### src/rtl/uartrx_if.sv
// Receive-side bus of the UART receiver: serial line in, character and flags out.
interface uartrx_if;
  logic       rx;
  logic [7:0] dataout;
  logic       rdsig;
  logic       dataerror;
  logic       frameerror;
  logic       idle;

  modport master (output rx, input dataout, rdsig, dataerror, frameerror, idle);
  modport slave  (input rx, output dataout, rdsig, dataerror, frameerror, idle);
endinterface

### src/rtl/uartrx.sv
// UART receiver on a 16x-baud clock: 1 start, 8 data LSB first, optional
// parity, 1 stop. Each bit is sampled once at cnt==7 (mid-bit).
module uartrx #(
  parameter bit PARITY_EN  = 1'b0,
  parameter bit PARITY_ODD = 1'b0
) (
  input logic      clk,
  input logic      rst,
  uartrx_if.slave  bus
);

  typedef enum logic [2:0] {
    S_IDLE, S_START, S_DATA, S_PARITY, S_STOP, S_BREAK
  } state_e;

  state_e     state_q;
  logic       rx_meta_q, rx_s_q;
  logic [3:0] cnt_q, cnt_d;
  logic [3:0] bit_idx_q;
  logic [7:0] shift_q, shift_d;
  logic       perr_q, perr_d;
  logic       mid_bit;
  logic [7:0] dataout_q;
  logic       rdsig_q, dataerror_q, frameerror_q, idle_q;

  // Two-flop synchronizer; resets to the idle (high) line level.
  always_ff @(posedge clk) begin
    if (rst) begin
      rx_meta_q <= 1'b1;
      rx_s_q    <= 1'b1;
    end else begin
      rx_meta_q <= bus.rx;
      rx_s_q    <= rx_meta_q;
    end
  end

  // Next-value helpers shared by several states.
  always_comb begin
    cnt_d   = cnt_q + 4'd1;
    mid_bit = (cnt_q == 4'd7);
    shift_d = {rx_s_q, shift_q[7:1]};
    perr_d  = (^shift_q) ^ rx_s_q ^ PARITY_ODD;
  end

  // Frame FSM with registered outputs; strobes default low every cycle.
  always_ff @(posedge clk) begin
    if (rst) begin
      state_q      <= S_IDLE;
      cnt_q        <= 4'd0;
      bit_idx_q    <= 4'd0;
      shift_q      <= 8'h00;
      perr_q       <= 1'b0;
      dataout_q    <= 8'h00;
      rdsig_q      <= 1'b0;
      dataerror_q  <= 1'b0;
      frameerror_q <= 1'b0;
      idle_q       <= 1'b1;
    end else begin
      rdsig_q      <= 1'b0;
      dataerror_q  <= 1'b0;
      frameerror_q <= 1'b0;
      case (state_q)
        S_IDLE: begin
          cnt_q     <= 4'd0;
          bit_idx_q <= 4'd0;
          perr_q    <= 1'b0;
          if (!rx_s_q) begin
            state_q <= S_START;
            idle_q  <= 1'b0;
          end
        end
        S_START: begin
          cnt_q <= cnt_d;
          if (mid_bit) begin
            if (rx_s_q) begin
              // Start bit gone by mid-bit: treat as a glitch.
              state_q <= S_IDLE;
              cnt_q   <= 4'd0;
              idle_q  <= 1'b1;
            end else begin
              state_q <= S_DATA;
            end
          end
        end
        S_DATA: begin
          cnt_q <= cnt_d;
          if (mid_bit) begin
            shift_q   <= shift_d;
            bit_idx_q <= bit_idx_q + 4'd1;
            if (bit_idx_q == 4'd7)
              state_q <= PARITY_EN ? S_PARITY : S_STOP;
          end
        end
        S_PARITY: begin
          cnt_q <= cnt_d;
          if (mid_bit) begin
            perr_q  <= perr_d;
            state_q <= S_STOP;
          end
        end
        S_STOP: begin
          cnt_q <= cnt_d;
          if (mid_bit) begin
            dataout_q    <= shift_q;
            rdsig_q      <= 1'b1;
            frameerror_q <= ~rx_s_q;
            dataerror_q  <= PARITY_EN ? perr_q : 1'b0;
            // Leave at mid-stop so a back-to-back start edge is not missed.
            if (rx_s_q) begin
              state_q <= S_IDLE;
              cnt_q   <= 4'd0;
              idle_q  <= 1'b1;
            end else begin
              state_q <= S_BREAK;
            end
          end
        end
        S_BREAK: begin
          // Held-low line must return high before a new start can be seen.
          cnt_q <= 4'd0;
          if (rx_s_q) begin
            state_q <= S_IDLE;
            idle_q  <= 1'b1;
          end
        end
        default: begin
          state_q <= S_IDLE;
          cnt_q   <= 4'd0;
          idle_q  <= 1'b1;
        end
      endcase
    end
  end

  assign bus.dataout    = dataout_q;
  assign bus.rdsig      = rdsig_q;
  assign bus.dataerror  = dataerror_q;
  assign bus.frameerror = frameerror_q;
  assign bus.idle       = idle_q;

endmodule

### src/flat_wrapper.sv
// flat-port wrapper written by rule: the top's interface ports become plain ports
module uartrx_flat 
#(
  parameter bit PARITY_EN  = 1'b0,
  parameter bit PARITY_ODD = 1'b0
)
  (clk, rst, bus_rx, bus_dataout, bus_rdsig, bus_dataerror, bus_frameerror, bus_idle);
  uartrx_if bus_i ();
  input logic clk;
  input logic rst;
  input wire logic [$bits(bus_i.rx)-1:0] bus_rx;
  output wire logic [$bits(bus_i.dataout)-1:0] bus_dataout;
  output wire logic [$bits(bus_i.rdsig)-1:0] bus_rdsig;
  output wire logic [$bits(bus_i.dataerror)-1:0] bus_dataerror;
  output wire logic [$bits(bus_i.frameerror)-1:0] bus_frameerror;
  output wire logic [$bits(bus_i.idle)-1:0] bus_idle;
  assign bus_i.rx = bus_rx;
  assign bus_dataout = bus_i.dataout;
  assign bus_rdsig = bus_i.rdsig;
  assign bus_dataerror = bus_i.dataerror;
  assign bus_frameerror = bus_i.frameerror;
  assign bus_idle = bus_i.idle;
  uartrx #(.PARITY_EN(PARITY_EN), .PARITY_ODD(PARITY_ODD)) u_core (.clk(clk), .rst(rst), .bus(bus_i));
endmodule
### config.mk
export PLATFORM = sky130hd
export DESIGN_NAME = uartrx_flat
export DESIGN_NICKNAME = d
export VERILOG_FILES = /design/src/rtl/uartrx_if.sv /design/src/rtl/uartrx.sv /design/src/flat_wrapper.sv
export SDC_FILE = /design/constraint.sdc
export NUM_CORES = 1
export LEC_CHECK = 0
export ABC_AREA = 1
export BUFFER_PORTS_ARGS = -buffer_cell sky130_fd_sc_hd__buf_2
export CAP_MARGIN = 20
export CORE_UTILIZATION = 56
export CTS_CLUSTER_DIAMETER = 30
export DETAILED_ROUTE_END_ITERATION = 12
export PLACE_DENSITY = 0.87
export SLEW_MARGIN = 20
export SYNTH_ARGS = -nofsm -noshare
export SYNTH_HDL_FRONTEND = slang
export SYNTH_SLANG_ARGS = --single-unit
### constraint.sdc
create_clock -name clk -period 1.9 [get_ports clk]
set_clock_uncertainty 0.1 [all_clocks]
set_input_delay 0.19 -clock clk [delete_from_list [all_inputs] [get_ports clk]]
set_output_delay 0.19 -clock clk [all_outputs]
set_load 0.1 [all_outputs]
==> results.txt <==
----------------------------------------------------
[Run status]
  Status ... finished, final reports clean

[Power and ir drop]
  Switching power share of the total ... 36.78%
  Leakage component of the power ... 0.0007325 uW
  Sequential power share ... 41.3%
  Total power divided by cell area ... 1218 nW/um^2
  Worst VDD drop ... 0.8671 mV
  Part of the total power dissipated in combinational logic ... 31.5%
  Clock power share ... 27.2%
  Total net switching power ... 682.0 uW
  Cell internal pwr ... around 1200 uW

[Logic synthesis]
  Post-synth design cell area ... 1361 sq um
  Number of flops mapped to enable cells by yosys ... 0
  Number of nets in the synthesized netlist ... 181
  Seq cells post-synth ... 32
  YS warnings ... 0
  Count of cell types in the netlist ... 29
  Most used flip-flop cell after synthesis ... sky130_fd_sc_hd__dfxtp_1
  Synthesized instance count ... between 150 and 200
  Sequential area share after synthesis ... 47.06%
  Share of async-settable or async-resettable flops after synthesis ... 0%
  Mean area per synthesized cell ... 7.735 sq um

[Drt]
  Number of remaining DRC errors ... 0
  Drt via density ... 5.244
  Overall via count from detail_route ... 1159
  DRC violation total after the first TritonRoute iteration ... 24
  Total wire length after detailed routing ... 2492 microns
  Routed wire length per instance ... between 10 and 15 microns
  Post-detailed-route count of antenna-violating nets ... 0
  DR pass1 iterations ... 6

[Critical path]
  Startpoint types ... flip-flop
  Slack of the worst reg-to-reg path ... 0.33 ns
  WP data arrival ... roughly 1.7 ns
  Worst EP required ... ~2.0 ns
  CP Max Fanout ... 10
  Endpoint of the worst-slack reg-to-reg timing path ... u_core.bus.dataout[5]
  Worst setup EP type ... flip-flop
  Length in cells of the worst reg-to-reg path ... 8
  Start of the worst register-to-register path ... u_core.cnt_q[0]
  Critical path type ... reg2reg

[STA]
  Worst max-slew margin expressed relative to the limit ... 61.42%
  Final critical-path share of the clock period ... between 80 and 90%
  Number of hold violations in the final report ... 0
  Min cycle time layout ... 1.572 ns
  Worst Tran Pin Value ... ~0.58 ns
  Fin. max-slew vios ... 0
  Maximum clock frequency ... 636.0 MHz
  Setup violation total in the final timing report ... 0
  RSZ-0062 raised after global routing ... no
  TNS Setup ... 0 ns

[Clocking]
  Clock Tree Root ... sky130_fd_sc_hd__clkbuf_4
  TritonCTS clock tree ... done
  Total number of H-tree levels ... 2
  Clock latency on the worst-skew pair ... 0.34 ns
  Max Root-Sink Buffers ... 2
  Clock slew seen by the registers of the worst setup and hold paths ... approximately 0.10 ns
  TritonCTS Buffers ... 5
  # clock sinks ... 32

[Finish]
  Diodes inserted ... 0
  Fill cell instance count of the final layout ... 186
  Most common library cell in the layout ignoring fill and taps ... sky130_fd_sc_hd__nor2_1
  Proportion of layout cells with a drive suffix above 1 ... 21.76%
  Most frequent cells in the layout ... sky130_fd_sc_hd__nor2_1 (45), sky130_fd_sc_hd__dfxtp_1 (32), sky130_fd_sc_hd__o21ai_0 (19)
  Nets ... approximately 200
  Area Overhead vs Synth ... 11.86%
  Core occupancy in the finished layout ... 67.54%

[Worst hold path]
  Endpoint with the worst hold slack ... u_core.bit_idx_q[1]
  Worst min-delay path class ... in2reg
  Hold-critical path depth ... 2
  Worst hold path startpoint ... rst

[Global routing]
  Maximum number of pins on one net before global-route repair ... 23
  GRT met3 Usage ... 9.524%
  Most Used Layer, Global Route ... met2
  Wire length of the first global-routing pass ... 4257 microns
  Initial antenna violation count ... 0
  Global routing usage on met1 ... between 20% and 30%
  Vias in the first global route ... between 1000 and 1500
  Grt ovf ... 0
  Global Route met2 Usage ... 37.50%
  Overall routing resource usage ... 22.68%

[Place]
  Weighted congestion at the end of routability-driven global placement ... ~0.86
  HPWL Detailed ... 1728 microns
  PortBufs ... 13

[Floorplan]
  Full die area ... 2632 sq um
  Die Width ... 51.31 microns
  Die Ht ... 51.31 microns
  Initial Util ... 60.38%
  Area of the core ... about 2300 sq um
  Count of standard-cell rows ... 17
  Number of top-level pins ... 15

[Flow run]
  Max-cap violations ... 0

----------------------------------------------------
[flip-flops by register name, summed over array words and instances (netlist names)]
| register | flops |
|---|---|
| u_core.bus.frameerror | 1 |
| u_core.rx_meta_q | 1 |
| u_core.bus.idle | 1 |
| u_core.bit_idx_q | 4 |
| u_core.bus.rdsig | 1 |
| u_core.rx_s_q | 1 |
| u_core.cnt_q | 4 |
| u_core.state_q | 3 |
| u_core.shift_q | 8 |
| u_core.bus.dataout | 8 |
[cells by family (layout without fill, tap and decap cells)]
logic type | count (synthesis) | after routing | synth area share [%]
AND/OR/NAND/NOR | 90 | 90 | 32.54
AO/OA/AOI/OAI | 30 | 30 | 11.58
other | 1 | 1 | 0.2755
XOR/XNOR | 1 | 1 | 0.6435
buffers and inverters | 20 | 37 | 6.066
flip-flops | 32 | 32 | 47.06
adder cells (fa/ha/maj) | 2 | 2 | 1.838
[power groups by stage]
stage	clock (uW)	sequential [uW]	combinational (uW)
floorplan	0	816	442
global placement	0	777	556
detailed placement	0	780	570
CTS	513	765	580
global route	549	769	663
finish	504	766	584
[cells in the mapped netlist, types with 2 or more instances]
master / n / area (sq um)
sky130_fd_sc_hd__nor2_1: 45 / 168.9
sky130_fd_sc_hd__dfxtp_1: 32 / 640.6
sky130_fd_sc_hd__o21ai_0: 19 / 95.09
sky130_fd_sc_hd__nand2_1: 15 / 56.30
sky130_fd_sc_hd__inv_1: 11 / 41.29
sky130_fd_sc_hd__nand3_1: 7 / 35.03
sky130_fd_sc_hd__a21oi_1: 6 / 30.03
sky130_fd_sc_hd__nand2_2: 4 / 25.02
sky130_fd_sc_hd__inv_2: 3 / 11.26
sky130_fd_sc_hd__nand2_4: 3 / 33.78
sky130_fd_sc_hd__nor2_2: 3 / 18.77
sky130_fd_sc_hd__nor2_4: 3 / 33.78
sky130_fd_sc_hd__buf_2: 2 / 10.01
sky130_fd_sc_hd__clkbuf_1: 2 / 7.510
sky130_fd_sc_hd__ha_1: 2 / 25.02
sky130_fd_sc_hd__nor3_1: 2 / 10.01
sky130_fd_sc_hd__nor3_2: 2 / 20.02
sky130_fd_sc_hd__o211ai_1: 2 / 15.01
sky130_fd_sc_hd__o21ai_1: 2 / 10.01
sky130_fd_sc_hd__or2_2: 2 / 12.51
[how the worst max path moves through the flow]
stage / from / end / slack (ns) / cells past startpoint
after floorplan: u_core.bus.idle / u_core.bus.idle / 0.49 / 2
after global placement: u_core.cnt_q[0] / u_core.bus.dataout[6] / 0.38 / 8
after detailed placement: u_core.cnt_q[0] / u_core.bus.dataout[5] / 0.34 / 8
after CTS: u_core.cnt_q[0] / u_core.bus.dataout[5] / 0.33 / 8
after global routing: u_core.cnt_q[0] / u_core.bus.dataout[7] / 0.22 / 8
final: u_core.cnt_q[0] / u_core.bus.dataout[5] / 0.33 / 8
[per-layer routing]
metal	vias to the layer above	wire, microns
li1	596	-
met5	-	0
met2	34	1162
met1	523	1119
met4	0	46
met3	6	163
[timing repair]
action	CTS	global route
resized for setup	0	0
buffers inserted	0	0
endpoints found under the hold margin	1	0
hold buffers	1	0
[worst max-delay path, stage by stage, from the launching register on]
cell,delay [ns]
sky130_fd_sc_hd__dfxtp_1,0.37
sky130_fd_sc_hd__ha_1,0.21
sky130_fd_sc_hd__nand2_2,0.08
sky130_fd_sc_hd__nor2_4,0.14
sky130_fd_sc_hd__inv_2,0.08
sky130_fd_sc_hd__nor2_4,0.19
sky130_fd_sc_hd__inv_2,0.13
sky130_fd_sc_hd__nor2_1,0.11
sky130_fd_sc_hd__nor2_1,0.06
[area by class of cell]
type / count / area [sq um] / area share (%)
clock buffers: 6 / 41.29 / 2.712
clock inverters: 2 / 35.03 / 2.301
inverters: 15 / 57.56 / 3.780
multi-input cells: 124 / 638.1 / 41.91
flip-flops and latches: 32 / 640.6 / 42.07
well taps: 28 / 35.03 / 2.301
repair buffers: 14 / 75.07 / 4.930
[per-stage QoR]
| stage | std cells | hold slack (ns) | area [sq um] | power [uW] | setup WS, ns |
|---|---|---|---|---|---|
| 2_1_floorplan | 176 | 0.1938 | 1361 | 1258 | 0.4892 |
| 3_3_place_gp | 212 | 0.2745 | 1436 | 1333 | 0.3835 |
| 3_5_place_dp | 212 | 0.2822 | 1436 | 1350 | 0.3427 |
| 4_1_cts | 221 | 0.03833 | 1523 | 1858 | 0.3276 |
| 5_1_grt | 221 | 0.06146 | 1523 | 1981 | 0.2242 |
| 6_report | 221 | 0.04978 | 1523 | 1854 | 0.3276 |
Note: power is estimated with default switching activity, not from simulation.
